`src/rtl/servant_ram_loader_if.sv`:
```
// Byte-stream and Wishbone write-port bundle of the servant RAM loader.
// master = loader side, slave = byte source plus RAM responder side.
interface servant_ram_loader_if;
  logic [7:0]  i_dat;
  logic        i_vld;
  logic        i_last;
  logic        o_rdy;
  logic [29:0] o_wb_adr;
  logic [31:0] o_wb_dat;
  logic [3:0]  o_wb_sel;
  logic        o_wb_we;
  logic        o_wb_cyc;
  logic        i_wb_ack;

  modport master (
    input  i_dat, i_vld, i_last, i_wb_ack,
    output o_rdy, o_wb_adr, o_wb_dat, o_wb_sel, o_wb_we, o_wb_cyc
  );

  modport slave (
    output i_dat, i_vld, i_last, i_wb_ack,
    input  o_rdy, o_wb_adr, o_wb_dat, o_wb_sel, o_wb_we, o_wb_cyc
  );
endinterface

```
`src/rtl/servant_ram_loader.sv`:
```
// Packs a byte stream little-endian into words and writes them to the servant
// RAM over Wishbone from word 0 upward; flags completion and address wrap.
module servant_ram_loader #(
  parameter int depth = 256,
  parameter int aw    = $clog2(depth)
) (
  input  logic                  i_wb_clk,
  input  logic                  i_wb_rst_n,
  servant_ram_loader_if.master  bus,
  output logic                  o_done,
  output logic                  o_wrap
);

  typedef enum logic [1:0] {COLLECT, WRITE, DONE} state_t;

  state_t        state, state_d;
  logic [1:0]    lane, lane_d;
  logic [aw-3:0] wadr, wadr_d;
  logic [31:0]   dat, dat_d;
  logic [3:0]    sel, sel_d;
  logic          rdy, rdy_d;
  logic          cyc, cyc_d;
  logic          last, last_d;
  logic          done_d, wrap_d;

  assign bus.o_rdy    = rdy;
  assign bus.o_wb_cyc = cyc;
  assign bus.o_wb_we  = cyc;
  assign bus.o_wb_dat = dat;
  assign bus.o_wb_sel = sel;
  assign bus.o_wb_adr = {{(32-aw){1'b0}}, wadr};

  always_ff @(posedge i_wb_clk) begin
    if (!i_wb_rst_n) begin
      state  <= COLLECT;
      lane   <= '0;
      wadr   <= '0;
      dat    <= '0;
      sel    <= '0;
      rdy    <= 1'b0;
      cyc    <= 1'b0;
      last   <= 1'b0;
      o_done <= 1'b0;
      o_wrap <= 1'b0;
    end else begin
      state  <= state_d;
      lane   <= lane_d;
      wadr   <= wadr_d;
      dat    <= dat_d;
      sel    <= sel_d;
      rdy    <= rdy_d;
      cyc    <= cyc_d;
      last   <= last_d;
      o_done <= done_d;
      o_wrap <= wrap_d;
    end
  end

  // Computes the next value of every output register so all outputs stay registered.
  always_comb begin
    state_d = state;
    lane_d  = lane;
    wadr_d  = wadr;
    dat_d   = dat;
    sel_d   = sel;
    rdy_d   = rdy;
    cyc_d   = cyc;
    last_d  = last;
    done_d  = o_done;
    wrap_d  = o_wrap;
    case (state)
      COLLECT: begin
        rdy_d = 1'b1;
        if (bus.i_vld && rdy) begin
          dat_d[8*lane +: 8] = bus.i_dat;
          sel_d[lane]        = 1'b1;
          lane_d             = lane + 2'd1;
          if (lane == 2'd3 || bus.i_last) begin
            state_d = WRITE;
            last_d  = bus.i_last;
            cyc_d   = 1'b1;
            rdy_d   = 1'b0;
          end
        end
      end
      WRITE: begin
        // cyc drops on the ack edge so a registered responder never double-acks
        if (bus.i_wb_ack) begin
          cyc_d  = 1'b0;
          dat_d  = '0;
          sel_d  = '0;
          lane_d = '0;
          wadr_d = wadr + (aw-2)'(1);
          if (&wadr) wrap_d = 1'b1;
          if (last) begin
            state_d = DONE;
            done_d  = 1'b1;
          end else begin
            state_d = COLLECT;
            rdy_d   = 1'b1;
          end
        end
      end
      DONE: begin
        rdy_d = 1'b0;
        cyc_d = 1'b0;
      end
      default: state_d = COLLECT;
    endcase
  end

endmodule

```
`src/flat_wrapper.sv`:
```
// flat-port wrapper written by rule: the top's interface ports become plain ports
module servant_ram_loader_flat 
#(
  parameter int depth = 256,
  parameter int aw    = $clog2(depth)
)
  (i_wb_clk, i_wb_rst_n, o_done, o_wrap, bus_i_dat, bus_i_vld, bus_i_last, bus_i_wb_ack, bus_o_rdy, bus_o_wb_adr, bus_o_wb_dat, bus_o_wb_sel, bus_o_wb_we, bus_o_wb_cyc);
  servant_ram_loader_if bus_i ();
  input  logic i_wb_clk;
  input  logic i_wb_rst_n;
  output logic o_done;
  output logic o_wrap;
  input wire logic [$bits(bus_i.i_dat)-1:0] bus_i_dat;
  input wire logic [$bits(bus_i.i_vld)-1:0] bus_i_vld;
  input wire logic [$bits(bus_i.i_last)-1:0] bus_i_last;
  input wire logic [$bits(bus_i.i_wb_ack)-1:0] bus_i_wb_ack;
  output wire logic [$bits(bus_i.o_rdy)-1:0] bus_o_rdy;
  output wire logic [$bits(bus_i.o_wb_adr)-1:0] bus_o_wb_adr;
  output wire logic [$bits(bus_i.o_wb_dat)-1:0] bus_o_wb_dat;
  output wire logic [$bits(bus_i.o_wb_sel)-1:0] bus_o_wb_sel;
  output wire logic [$bits(bus_i.o_wb_we)-1:0] bus_o_wb_we;
  output wire logic [$bits(bus_i.o_wb_cyc)-1:0] bus_o_wb_cyc;
  assign bus_i.i_dat = bus_i_dat;
  assign bus_i.i_vld = bus_i_vld;
  assign bus_i.i_last = bus_i_last;
  assign bus_i.i_wb_ack = bus_i_wb_ack;
  assign bus_o_rdy = bus_i.o_rdy;
  assign bus_o_wb_adr = bus_i.o_wb_adr;
  assign bus_o_wb_dat = bus_i.o_wb_dat;
  assign bus_o_wb_sel = bus_i.o_wb_sel;
  assign bus_o_wb_we = bus_i.o_wb_we;
  assign bus_o_wb_cyc = bus_i.o_wb_cyc;
  servant_ram_loader #(.depth(depth), .aw(aw)) u_core (.i_wb_clk(i_wb_clk), .i_wb_rst_n(i_wb_rst_n), .bus(bus_i), .o_done(o_done), .o_wrap(o_wrap));
endmodule
```
`config.mk`:
```
export PLATFORM = sky130hd
export DESIGN_NAME = servant_ram_loader_flat
export DESIGN_NICKNAME = d
export VERILOG_FILES = /design/src/rtl/servant_ram_loader_if.sv /design/src/rtl/servant_ram_loader.sv /design/src/flat_wrapper.sv
export SDC_FILE = /design/constraint.sdc
export NUM_CORES = 1
export LEC_CHECK = 0
export CORE_ASPECT_RATIO = 0.5
export CORE_MARGIN = 1.5
export CORE_UTILIZATION = 50
export CTS_CLUSTER_SIZE = 25
export DETAILED_ROUTE_END_ITERATION = 10
export PLACE_DENSITY_LB_ADDON = 0.3
export SETUP_SLACK_MARGIN = 0.3
export SLEW_MARGIN = 20
export SYNTH_ARGS = -nofsm -noshare
export SYNTH_HDL_FRONTEND = slang
export SYNTH_SLANG_ARGS = --single-unit
```
`constraint.sdc`:
```
create_clock -name i_wb_clk -period 4.4 [get_ports i_wb_clk]
set_input_delay 0.44 -clock i_wb_clk [delete_from_list [all_inputs] [get_ports i_wb_clk]]
set_output_delay 0.44 -clock i_wb_clk [all_outputs]
set_load 0.02 [all_outputs]
```
# Word-level counts from Yosys, hierarchy flattened
# Cells that the tools add are included.
# totals
elab_cells	66
n_memories	0
romBits	0
latch_bits	0
regBits	51
out_inout_bits	71
ram_bits	0
# op_classes
eq_ne	7
bitwise_logic	2
magnitude_cmp	2
n_addsub	3
n_mux	26
n_shift	2
div_mod_pow	0
n_mul	0
n_reduce_logical	14
# ops
op	count
$mux 32	2
$pmux 32 s2	1
$neg 5->34	1
$shift 8x34->32 const A	1
$shiftx 8x34->32	1
$bwmux 32	1
$mux 2	6
$reduce_and 3->1	4
$mux 1	8
$mux 4	2
$pmux 4 s2	1
$reduce_and 4->1	2
$reduce_and 8->1	1
$add 6x1->6 const B	1
$pmux 1 s3	2
$pmux 2 s3	1
$eq 2x2->1 const B	2
$ne 2x1->1 const B	2
$ne 2x2->1 const B	2
$or 4x4->4	1
$pmux 2 s2	1
$lt 2x3->1 const B	1
$reduce_bool 3->1	1
$add 2x1->2 const B	1
9 further kinds	10

# Logic depth before layout (Yosys ltp)
# Gate-level depths: netlist (run 1).
# depth
ltp_word	7
ltp_mapped	8
ltp_nobuf	5

# Worst setup path after synthesis (run 1)
# OpenSTA, ideal clock, no wires.
# synth_timing
path_type	flip-flop to flip-flop
from	reg u_core.lane[0]
to	reg u_core.dat[0] (netlist: u_core.bus.o_wb_dat[0])
stages_incl_launch_ff	6
required_time_ns	4.328
slack_ns	2.646
arrival_ns	1.683
n_path_buf	0
path_cell_list	dfxtp_1 -> inv_1 -> ha_1 -> nor4b_2 -> nand3_1 -> mux2i_1
# synth_between
elab_chain_len	5
elab_cells_between_ends	6
cone_classes	add/sub (1); shift (2); mux (3)
# synth_lines
item	line	source
from (decl)	servant_ram_loader.sv:17	logic [1:0] lane, lane_d;
from (signal assigned)	servant_ram_loader.sv:47	lane <= lane_d;
$neg 5->34 *	servant_ram_loader.sv:75	dat_d[8*lane +: 8] = bus.i_dat;
$shiftx 8x34->32 or $shift 8x34->32 (tied branches)	servant_ram_loader.sv:75	
$bwmux 32 *	servant_ram_loader.sv:75	
$mux 32 *	servant_ram_loader.sv:74	if (bus.i_vld && rdy) begin
$pmux 32 s2 *	servant_ram_loader.sv:71	case (state)
to (signal assigned)	servant_ram_loader.sv:49	dat <= dat_d;
to (decl)	servant_ram_loader.sv:19	logic [31:0] dat, dat_d;
# Every way passes the cells marked *; elsewhere a longest branch is shown, timed or not. The select of a mux whose other input is x is not followed.
# A chain may end at the register's enable or synchronous reset.

# Worst setup path in the final report (run 1)
# layout_timing
from	reg u_core.state[1]
to	reg u_core.dat[5] (netlist: u_core.bus.o_wb_dat[5])
# layout_between
elab_chain_len	3
elab_cells_between_ends	7
cone_classes	eq/ne (3); mux (1); reduce/logical (3)
# layout_lines
item	line	source
from (decl)	servant_ram_loader.sv:16	state_t state, state_d;
from (signal assigned)	servant_ram_loader.sv:46	state <= state_d;
$eq 2x1->1 or $logic_not 2->1 (tied branches)	servant_ram_loader.sv:71	
$ne 2x2->1 (no source line) (tied with other cells)	--	
$reduce_and 3->1 (no source line)	--	
# Several ways; a longest one is shown, not always the timed one.

==> implementation parameters, run 1 <==
Parameter                              Value

STA
  Final worst slack    1.631 ns
  RSZ-0062 raised after global routing    false
  Pins Over Slew Limit    0
  Final setup viols    0
  Highest Clock Rate    around 360 MHz
  Rel. slew slack    about a quarter
  Slew at the pin closest to its max-slew limit    1.105 ns
  Minimum clock period    2.769 ns
  Final Cycle Share    62.93%
  Final-layout worst hold slack    0.4600 ns
  Skew final    0.008178 ns
  Final TNS setup    0 ns
  Final Hold Viols    0

Route
  Post-detailed-route wirelength per cell    16.71 um
  Residual antenna-violating net count after detailed routing    0
  Wirelength, routed    6919 um
  First-pass detailed-route iteration total    4
  Number of vias after detailed routing    2407
  Number of design-rule violations left by the first detailed-router iteration    105
  DRC    0
  Vias per cell    around 5.8

Critical path
  Number of cells traversed by the worst register-to-register path    5
  Register-to-register setup slack    between 1.5 and 2 ns
  Highest cell delay on the worst timing path    1.06 ns
  Crit path max-delay cell type    sky130_fd_sc_hd__and4b_1
  Required time of the critical path    4.61 ns
  CP Capture Type    flop
  CP Buf/Inv Count    1
  Chain of cells forming the critical path    inv_1, ha_1, and4b_1, a22o_1, mux2i_1
  Category of cells accounting for the largest share of critical-path delay    simple AND/OR/NAND/NOR gates
  Arrival time of the worst setup path    roughly 3 ns
  CP Class    flop to flop
  Nature of the critical path startpoint    flop
  Maximum fanout count along the critical path    22
  Number of cells on the critical path    5

Synth
  Share of async-settable or async-resettable flops after synthesis    0%
  Cell types with the largest area share after synthesis    sky130_fd_sc_hd__dfxtp_1, sky130_fd_sc_hd__a221oi_2, sky130_fd_sc_hd__a41o_1
  Most frequent cells after synthesis    sky130_fd_sc_hd__dfxtp_1, sky130_fd_sc_hd__nand2_1, sky130_fd_sc_hd__buf_4, sky130_fd_sc_hd__a41o_1, sky130_fd_sc_hd__a221oi_2
  Compound-cell area share of the yosys netlist    between 20 and 30%
  Main combinational cell family by area after synthesis    compound AO/OA/AOI/OAI gates
  Area fraction of the dominant cell type after synthesis    34.96%
  Post-Synth Simple-Gate Area    12.94%
  Mux share of post-synthesis cell area    4.156%
  Number of warnings printed during yosys synthesis    0
  Adder-cell share of the synthesized area    about 5.6%
  Dominant synthesized flop cell    sky130_fd_sc_hd__dfxtp_1
  Portion of the post-synthesis area used by sequential elements    34.96%
  Post-Syn Area per Cell    9.800 um^2
  Post-synth top area cell    sky130_fd_sc_hd__dfxtp_1
  Summed instance area of the synthesized netlist    roughly 2900 um^2
  Synthesized netlist cell count    298
  Number of enable flip-flop cells after synthesis    0
  Most frequent cell after synthesis    sky130_fd_sc_hd__dfxtp_1
  Number of synthesized register bits    slightly above 50
  Netlist cell types    48
  Synth Area in XOR/XNOR    less than 1%

Clock tree
  Worst-skew pair later-pin latency    0.29 ns
  Clock tree from TritonCTS    built
  Buffer cell driving the clock tree root    sky130_fd_sc_hd__clkbuf_16
  Setup Buffers After CTS    0
  Post-CTS Hold Buffers    0
  Clock-pin transition on the worst setup and hold timing paths    0.07 ns
  Maximum number of buffers from clock root to sink    2
  TritonCTS sink count    51
  Number of gates resized after CTS    0
  Number of H-tree levels    2
  Total clock buffers created by CTS    5

Min path
  Path type of the worst min-delay path    flop to flop
  Hold Path Stages    2

Pwr
  Maximum VDD drop    around 290 uV
  Total power density per cell area    318.9 nW/um^2
  Pwr Total    about 1.1 mW
  Leakage    around 1.6 nW

Cells and area
  Final core utilization    63.61%
  Final Instance Count excl. Fillers    414
  Layout Area Growth over Synthesis    21.17%
  Fillcell total    446
  Number of diodes added for antenna fixing    0
  Proportion of layout cells with a drive suffix above 1    about an eighth
  Final Net Count    around 370
  Final instance area    around 3500 um^2

Floorplanning
  Number of placement rows    19
  Width of the die    around 110 um
  Initial cell density of the core    52.50%
  Total I/O pin count    84
  Die Footprint    roughly 6300 um^2
  Die extent in y    57.04 um
  Core outline area    5563 um^2

Placement
  Placed wire-length estimate after detailed placement    ~4700 um
  Count of buffers from port buffering    a little under 60
  Placement Setup Slack    1.607 ns
  Number of instances in the placed design    406
  Last weighted congestion value of the routability-driven placer    0.7878
  Cell area after placement    approximately 3400 um^2

Global route
  Antenna violations before repair    0
  Maximum number of pins on one net before global-route repair    46
  GRT Overall Usage    22.21%
  Global-route wire length before repair    11310 um
  Via count of the first global-routing pass    2277
  Overflow after GRT    0

Outcome
  Outcome    finished, final reports clean

Flow run
  Number of maximum-capacitance violations    0
report_power, final:
group / switching, mW / internal [mW]
clock: 0.176 / 0.286
combinational: 0.124 / 0.0603
sequential: 0.00968 / 0.473
total: 0.310 / 0.819
cell type report:
cell class,count,area (um^2),area share (%)
tap,73,91.34,2.581
multi-input combinational,210,1595,45.08
inverter,8,30.03,0.8487
clock inverter,2,38.79,1.096
sequential,51,1021,28.85
timing repair buffer,64,623.1,17.61
clock buffer,6,138.9,3.925
flip-flops by register name (all words and copies together) (netlist names):
name,flops
u_core.bus.o_wb_dat,32
u_core.wadr,6
u_core.bus.o_wb_sel,4
u_core.lane,2
u_core.state,2
u_core.bus.o_rdy,1
u_core.bus.o_wb_cyc,1
u_core.last,1
u_core.o_done,1
u_core.o_wrap,1
worst min-delay path: cells and delay by family (launching register included):
family	cells	cell delay [ns]
DFF	1	0.31
muxes	1	0.05
and+or+nand+nor	1	0.05
per-layer routing:
layer / wire [um] / vias up / global-route usage [%]
met5: 0 / - / 0
met4: 77 / 0 / 5.063
met3: 410 / 7 / 4.676
met2: 3303 / 98 / 38.98
met1: 3127 / 1158 / 28.81
li1: - / 1144 / -
final timing paths:
path,to,from
worst max-delay path,u_core.bus.o_wb_dat[5],u_core.state[1]
worst min-delay path,u_core.bus.o_wb_dat[6],u_core.bus.o_wb_dat[6]
worst max register to register,u_core.bus.o_wb_dat[5],u_core.state[1]
worst min register to register,u_core.bus.o_wb_dat[6],u_core.bus.o_wb_dat[6]
placed cells by master, fill, tap and decap left out, types with 2 or more instances in the layout:
cell | netlist | routed
sky130_fd_sc_hd__a211oi_1 | 2 | 2
sky130_fd_sc_hd__a21o_1 | 2 | 2
sky130_fd_sc_hd__a21oi_1 | 8 | 8
sky130_fd_sc_hd__a221oi_1 | 4 | 4
sky130_fd_sc_hd__a221oi_2 | 20 | 20
sky130_fd_sc_hd__a22o_4 | 3 | 3
sky130_fd_sc_hd__a31oi_1 | 4 | 4
sky130_fd_sc_hd__a41o_1 | 24 | 24
sky130_fd_sc_hd__and2_1 | 3 | 3
sky130_fd_sc_hd__buf_4 | 29 | 5
sky130_fd_sc_hd__clkbuf_16 | 0 | 5
sky130_fd_sc_hd__clkdlybuf4s50_1 | 0 | 58
sky130_fd_sc_hd__conb_1 | 1 | 24
sky130_fd_sc_hd__dfxtp_1 | 51 | 51
sky130_fd_sc_hd__ha_1 | 13 | 13
sky130_fd_sc_hd__inv_1 | 6 | 6
sky130_fd_sc_hd__mux2i_1 | 11 | 11
sky130_fd_sc_hd__nand2_1 | 39 | 39
sky130_fd_sc_hd__nand3_1 | 12 | 12
sky130_fd_sc_hd__nand4_1 | 2 | 2
sky130_fd_sc_hd__nor2_1 | 8 | 8
sky130_fd_sc_hd__nor2b_1 | 2 | 2
sky130_fd_sc_hd__o211ai_1 | 2 | 2
sky130_fd_sc_hd__o21a_1 | 2 | 2
sky130_fd_sc_hd__o21ai_0 | 4 | 4
sky130_fd_sc_hd__o31ai_1 | 2 | 2
sky130_fd_sc_hd__or3_1 | 2 | 2
kinds of logic (layout without fill, tap and decap cells):
family,Yosys count,after routing
AND/OR/NAND/NOR,78,78
adder cells (fa/ha/maj),13,13
AO/OA/AOI/OAI,81,81
flip-flops,51,51
other,1,24
multiplexers,12,12
XOR/XNOR,2,2
buffers and inverters,60,80
(Power assumes the default switching activity.)
==> inputs of run 2 (changes only) <==
--- a/config.mk
+++ b/config.mk
@@ -7,7 +7,7 @@
 export LEC_CHECK = 0
 export CORE_ASPECT_RATIO = 0.5
 export CORE_MARGIN = 1.5
-export CORE_UTILIZATION = 50
+export CORE_UTILIZATION = 48
 export CTS_CLUSTER_SIZE = 25
 export DETAILED_ROUTE_END_ITERATION = 10
 export PLACE_DENSITY_LB_ADDON = 0.3
==> constraint.sdc (replaced) <==
create_clock -name i_wb_clk -period 2.6 [get_ports i_wb_clk]
set_input_delay 0.26 -clock i_wb_clk [delete_from_list [all_inputs] [get_ports i_wb_clk]]
set_output_delay 0.26 -clock i_wb_clk [all_outputs]
set_load 0.02 [all_outputs]
==> implementation parameters, run 2 (synthesis gave the netlist of run 1 again) <==
Parameter                              Value

Floorplanning
  Width of the die    113.3 um (+2.0%)
  Initial cell density of the core    51.40% (-1.1 points)
  Die Footprint    6590 um^2 (+4.0%)
  Total I/O pin count    84 (unchanged)
  Number of placement rows    19 (unchanged)
  Die extent in y    58.16 um (+2.0%)
  Core outline area    5682 um^2 (+2.1%)

Critical path
  Startpoint of the worst-slack reg-to-reg timing path    u_core.state[0]
  CP Capture Type    flop
  Crit path max-delay cell type    sky130_fd_sc_hd__a21bo_1
  Highest cell delay on the worst timing path    0.61 ns (-0.45 ns)
  CP Buf/Inv Count    1 (unchanged)
  Maximum fanout count along the critical path    15 (-32%)
  Chain of cells forming the critical path    inv_1, ha_1, a21bo_1, a22o_2, mux2i_1
  Number of cells traversed by the worst register-to-register path    5 (unchanged)
  Nature of the critical path startpoint    flop
  Register-to-register setup slack    0.49 ns (-1.14 ns)
  Required time of the critical path    2.81 ns (-1.80 ns)
  CP Class    flop to flop
  Arrival time of the worst setup path    2.33 ns (-0.65 ns)
  Endpoint of the worst-slack reg-to-reg timing path    u_core.bus.o_wb_dat[2]
  Category of cells accounting for the largest share of critical-path delay    compound AO/OA/AOI/OAI gates

Cells and area
  Proportion of layout cells with a drive suffix above 1    13.79% (+1.8 points)
  Number of flip-flops under the largest register name    32 (unchanged)
  Most frequent standard cell in the layout excluding fill and tap cells    sky130_fd_sc_hd__clkdlybuf4s50_1
  Final Net Count    374 (+2.2%)
  Sequential cell area    1021 um^2 (unchanged)
  Most frequent cells in the layout    sky130_fd_sc_hd__clkdlybuf4s50_1, sky130_fd_sc_hd__dfxtp_1, sky130_fd_sc_hd__nand2_1, sky130_fd_sc_hd__a41o_1, sky130_fd_sc_hd__conb_1
  Final Instance Count excl. Fillers    421 (+1.7%)
  Total area of multi-input combinational cells    1605 um^2 (+0.63%)
  Fillcell total    455 (+2.0%)
  Number of diodes added for antenna fixing    0 (unchanged)
  Layout Area Growth over Synthesis    23.35%

Min path
  Startpoint of the worst hold path    i_wb_rst_n
  Hold path endpoint    u_core.wadr[1]
  Hold Path Stages    3 (+1)
  Path type of the worst min-delay path    primary input to flop

Route
  Number of vias after detailed routing    2438 (+1.3%)
  Vias per cell    5.791 (-0.40%)
  Residual antenna-violating net count after detailed routing    0 (unchanged)
  First-pass detailed-route iteration total    4 (unchanged)
  DRC    0 (unchanged)
  Number of design-rule violations left by the first detailed-router iteration    98 (-6.7%)
  Wirelength, routed    6921 um (about the same)
  Post-detailed-route wirelength per cell    16.44 um (-1.6%)

Clock tree
  Maximum number of buffers from clock root to sink    2 (unchanged)
  Buffer cell driving the clock tree root    sky130_fd_sc_hd__clkbuf_16
  Clock-pin transition on the worst setup and hold timing paths    0.07 ns (about the same)
  Total clock buffers created by CTS    5 (unchanged)
  Clock tree from TritonCTS    built
  Number of H-tree levels    2 (unchanged)
  TritonCTS sink count    51 (unchanged)
  Worst-skew pair later-pin latency    0.29 ns (about the same)

STA
  Final TNS setup    0 ns (unchanged)
  Final Hold Viols    0 (unchanged)
  RSZ-0062 raised after global routing    false
  Highest Clock Rate    473.4 MHz (+31%)
  Skew final    0.005271 ns (-0.002906 ns)
  Final setup viols    0 (unchanged)
  Final Cycle Share    81.24% (+18 points)
  Minimum clock period    2.112 ns (-0.6567 ns)
  Slew at the pin closest to its max-slew limit    0.6306 ns (-0.4746 ns)
  Pins Over Slew Limit    0 (unchanged)
  Rel. slew slack    57.96% (+32 points)
  Final worst slack    0.4878 ns (-1.143 ns)

Placement
  Placement Setup Slack    0.3881 ns (-1.218 ns)
  Number of instances in the placed design    414 (+2.0%)
  Count of buffers from port buffering    59 (unchanged)
  Placed wire-length estimate after detailed placement    4875 um (+4.6%)
  Last weighted congestion value of the routability-driven placer    0.8346 (+5.9%)

Pwr
  Leakage    1.630 nW (+2.7%)
  Maximum VDD drop    346.6 uV (+21%)
  Pwr Total    1.881 mW (+67%)
  Total power density per cell area    522.3 nW/um^2 (+64%)

Global route
  Antenna violations before repair    0 (unchanged)
  Via count of the first global-routing pass    2223 (-2.4%)
  Global-route wire length before repair    11050 um (-2.3%)
  Overflow after GRT    0 (unchanged)
  GRT Overall Usage    21.22% (-0.99 points)
  Maximum number of pins on one net before global-route repair    43 (-6.5%)

Outcome
  Outcome    finished, final reports clean

Flow run
  Number of maximum-capacitance violations    0 (unchanged)
run 2: cell types whose count changed in the layout (fill, tap and decap cells not counted), sizes merged:
cell / change
inv: -1
buf: +8
run 2: where the power goes:
| part | switching (mW) | total (mW) | internal [mW] |
|---|---|---|---|
| Sequential | 0.0173 | 0.817 | 0.800 |
| Clock | 0.278 | 0.727 | 0.449 |
| Combinational | 0.215 | 0.337 | 0.122 |
| Total | 0.510 | 1.88 | 1.37 |
run 2: worst min-delay path: cells and delay by family:
| family | cells | cell delay, ns |
|---|---|---|
| AOI/OAI and AO/OA | 1 | 0.06 |
| buffers and inverters | 2 | 0.31 |
run 2: routing by layer:
layer  routed length, um  vias up  GRT usage (%)  share of wire [%]
li1                    -     1168              -                  -
met1                3213     1175          27.73                 46
met2                3296       91          37.58                 48
met3                 382        4          3.975                5.5
met4                  29        0          3.929               0.42
met5                   0        -              0                  0
run 2: worst max path at each step:
stage	to	cells after the start	startpoint	slack (ns)
3_3_place_gp	u_core.bus.o_wb_dat[1]	4	bus_i_vld	0.53
3_5_place_dp	u_core.bus.o_wb_dat[0]	5	u_core.state[1]	0.39
5_1_grt	u_core.bus.o_wb_dat[0]	5	u_core.state[0]	0.38
4_1_cts	u_core.bus.o_wb_dat[2]	5	u_core.state[0]	0.38
2_1_floorplan	u_core.bus.o_wb_dat[0]	5	u_core.lane[0]	0.85
6_report	u_core.bus.o_wb_dat[2]	5	u_core.state[0]	0.49
run 2: cell type report:
cell class / instances / area share (%)
clock buffers: 6 / 3.578
clock inverters: 1 / 0.8336
inverters: 8 / 0.8336
multi-input cells: 210 / 44.56
flip-flops and latches: 51 / 28.34
well taps: 73 / 2.536
repair buffers: 72 / 19.31
run 2: what timing repair did:
action / 4_1_cts / 5_1_grt
buffers inserted: 0 / 0
resized for setup: 0 / 2
hold buffers: 0 / 0
endpoints found under the setup margin: 0 / 8
run 2: metrics by stage:
stage	hold slack [ns]	util (%)	instance area, um^2
3_5_place_dp	0.4494	60.43	3433
3_3_place_gp	0.4438	60.43	3433
6_report	0.4044	63.40	3602
5_1_grt	0.4132	63.40	3602
4_1_cts	0.4039	63.22	3592
2_1_floorplan	0.4122	-	3007
==> inputs of run 3 (changes only) <==
--- a/config.mk
+++ b/config.mk
@@ -7,7 +7,7 @@
 export LEC_CHECK = 0
 export CORE_ASPECT_RATIO = 0.5
 export CORE_MARGIN = 1.5
-export CORE_UTILIZATION = 48
+export CORE_UTILIZATION = 43
 export CTS_CLUSTER_SIZE = 25
 export DETAILED_ROUTE_END_ITERATION = 10
 export PLACE_DENSITY_LB_ADDON = 0.3
==> constraint.sdc (replaced) <==
create_clock -name i_wb_clk -period 1.7 [get_ports i_wb_clk]
set_input_delay 0.17 -clock i_wb_clk [delete_from_list [all_inputs] [get_ports i_wb_clk]]
set_output_delay 0.17 -clock i_wb_clk [all_outputs]
set_load 0.02 [all_outputs]
==> implementation parameters, run 3 (synthesis gave the netlist of run 1 again) <==
Parameter                              Value

Outcome
  Outcome    finished, final reports clean

Critical path
  Number of cells traversed by the worst register-to-register path    7 (+2)
  Nature of the critical path startpoint    flop
  Maximum fanout count along the critical path    8 (-7)
  Startpoint of the worst-slack reg-to-reg timing path    u_core.state[1]
  Endpoint of the worst-slack reg-to-reg timing path    u_core.bus.o_wb_dat[31]
  Arrival time of the worst setup path    1.80 ns (-0.53 ns)
  Required time of the critical path    1.88 ns (-0.93 ns)
  CP Capture Type    flop
  Register-to-register setup slack    0.08 ns (-0.40 ns)
  CP Class    flop to flop

Cells and area
  Sequential cell area    1031 um^2 (+0.98%)
  Total area of multi-input combinational cells    1790 um^2 (+12%)
  Most frequent cells in the layout    sky130_fd_sc_hd__dfxtp_1, sky130_fd_sc_hd__nand2_1, sky130_fd_sc_hd__dlygate4sd2_1, sky130_fd_sc_hd__buf_4
  Number of diodes added for antenna fixing    0 (unchanged)
  Proportion of layout cells with a drive suffix above 1    31.13% (+17 points)
  Fillcell total    473 (+4.0%)
  Final Net Count    404 (+8.0%)
  Number of flip-flops under the largest register name    32 (unchanged)
  Most frequent standard cell in the layout excluding fill and tap cells    sky130_fd_sc_hd__dfxtp_1
  Layout Area Growth over Synthesis    44.56%

Clock tree
  Clock-pin transition on the worst setup and hold timing paths    0.07 ns (about the same)
  Total clock buffers created by CTS    5 (unchanged)
  Number of H-tree levels    2 (unchanged)
  TritonCTS sink count    51 (unchanged)
  Buffer cell driving the clock tree root    sky130_fd_sc_hd__clkbuf_16
  Maximum number of buffers from clock root to sink    2 (unchanged)
  Worst-skew pair later-pin latency    0.29 ns (about the same)
  Clock tree from TritonCTS    built

STA
  Final TNS setup    0 ns (unchanged)
  Highest Clock Rate    619.0 MHz (+31%)
  RSZ-0062 raised after global routing    true
  Minimum clock period    1.616 ns (-0.4967 ns)
  Final worst slack    0.08447 ns (-0.4033 ns)
  Skew final    0.007141 ns (+0.001869 ns)
  Final setup viols    0 (unchanged)
  Final Hold Viols    0 (unchanged)
  Pins Over Slew Limit    0 (unchanged)
  Final Cycle Share    95.03% (+14 points)

Placement
  Placement Setup Slack    -0.008452 ns (-0.3965 ns)
  Placed wire-length estimate after detailed placement    5151 um (+5.6%)
  Last weighted congestion value of the routability-driven placer    0.7904 (-5.3%)
  Count of buffers from port buffering    59 (unchanged)

Global route
  GRT Overall Usage    21.47% (+0.25 points)
  Overflow after GRT    0 (unchanged)
  Global-route wire length before repair    12240 um (+11%)
  Maximum number of pins on one net before global-route repair    31 (-28%)
  Antenna violations before repair    0 (unchanged)
  Via count of the first global-routing pass    2453 (+10%)

Floorplanning
  Total I/O pin count    84 (unchanged)
  Die extent in y    61.28 um (+5.4%)
  Core outline area    6306 um^2 (+11%)
  Number of placement rows    20 (+1)
  Width of the die    119.5 um (+5.5%)
  Die Footprint    7325 um^2 (+11%)
  Initial cell density of the core    46.31% (-5.1 points)

Pwr
  Leakage    2.234 nW (+37%)
  Maximum VDD drop    413.1 uV (+19%)
  Fraction of power consumed by sequential logic    39.1% (-4.3 points)
  Psw    0.8713 mW (+71%)
  Switching portion of total power    27.35% (+0.23 points)
  Total internal power    2.315 mW (+69%)
  Total power density per cell area    754.7 nW/um^2 (+45%)
  Power share of the clock group    38.7% (about the same)
  Part of the total power dissipated in combinational logic    22.1% (+4.2 points)

Min path
  Path type of the worst min-delay path    primary input to flop
  Startpoint of the worst hold path    i_wb_rst_n
  Hold Path Stages    2 (-1)
  Hold path endpoint    u_core.bus.o_wb_dat[19]

Flow run
  Number of maximum-capacitance violations    0 (unchanged)

Route
  First-pass detailed-route iteration total    4 (unchanged)
  Post-detailed-route wirelength per cell    16.86 um (+2.6%)
  Vias per cell    5.589 (-3.5%)
  Number of vias after detailed routing    2610 (+7.1%)
  DRC    0 (unchanged)
  Wirelength, routed    7874 um (+14%)
  Number of design-rule violations left by the first detailed-router iteration    153 (+56%)
  Residual antenna-violating net count after detailed routing    0 (unchanged)
run 3: power by group through the flow:
stage	Combinational [mW]	Clock, mW	Sequential, mW
floorplan	0.396	0	1.30
global placement	0.579	0	1.27
detailed placement	0.586	0	1.27
CTS	0.677	1.24	1.25
global route	0.747	1.29	1.25
finish	0.705	1.23	1.25
run 3: critical path, stage by stage (launching register included):
cell and delay, ns:
sky130_fd_sc_hd__dfxtp_2 0.35, sky130_fd_sc_hd__inv_4 0.05, sky130_fd_sc_hd__ha_4 0.16, sky130_fd_sc_hd__and4b_4 0.40, sky130_fd_sc_hd__buf_12 0.15, sky130_fd_sc_hd__buf_12 0.13
sky130_fd_sc_hd__a221oi_2 0.06, sky130_fd_sc_hd__a41o_1 0.21
run 3: metrics by stage:
| stage | hold WS (ns) | area, um^2 | std cells | utilization (%) | power [mW] |
|---|---|---|---|---|---|
| final | 0.3618 | 4222 | 467 | 66.94 | 3.186 |
| after global routing | 0.3783 | 4222 | 467 | 66.94 | 3.290 |
| after CTS | 0.3606 | 4095 | 464 | 64.94 | 3.167 |
| after detailed placement | 0.4549 | 3676 | 443 | 58.29 | 1.859 |
| after global placement | 0.4445 | 3676 | 443 | 58.29 | 1.850 |
| after floorplan | 0.3222 | 3063 | 321 | - | 1.698 |
run 3: per-layer routing:
metal	vias to the layer above	track usage, %	share of wire (%)
li1	1233	-	-
met1	1285	26.38	45
met2	81	39.57	49
met3	11	4.167	5.0
met4	0	6.803	1.3
met5	-	0	0
run 3: how the worst max path moves through the flow:
stage / from / to / slack, ns / cells after the start
floorplan: u_core.state[0] / u_core.bus.o_wb_dat[16] / 0.11 / 7
global placement: bus_i_vld / u_core.bus.o_wb_dat[21] / 0.01 / 6
detailed placement: bus_i_vld / u_core.bus.o_wb_dat[16] / -0.008 / 6
CTS: u_core.state[1] / u_core.bus.o_wb_dat[18] / 0.07 / 7
global route: u_core.state[1] / u_core.bus.o_wb_dat[10] / 0.03 / 7
finish: u_core.state[1] / u_core.bus.o_wb_dat[31] / 0.08 / 7
run 3: what timing repair did:
item	CTS	global route
cloned	1	1
pin swaps	21	26
hold buffers	0	0
gates resized for setup	79	23
setup endpoints to repair	80	56
setup buffers	12	2
run 3: area by class of cell:
cell class	instances	share of cell area (%)
Multi-Input combinational cell	210	42.41
Timing Repair Buffer	102	25.37
Sequential cell	51	24.42
Clock buffer	7	3.646
Tap cell	88	2.608
Inverter	8	0.8299
Clock inverter	1	0.7113
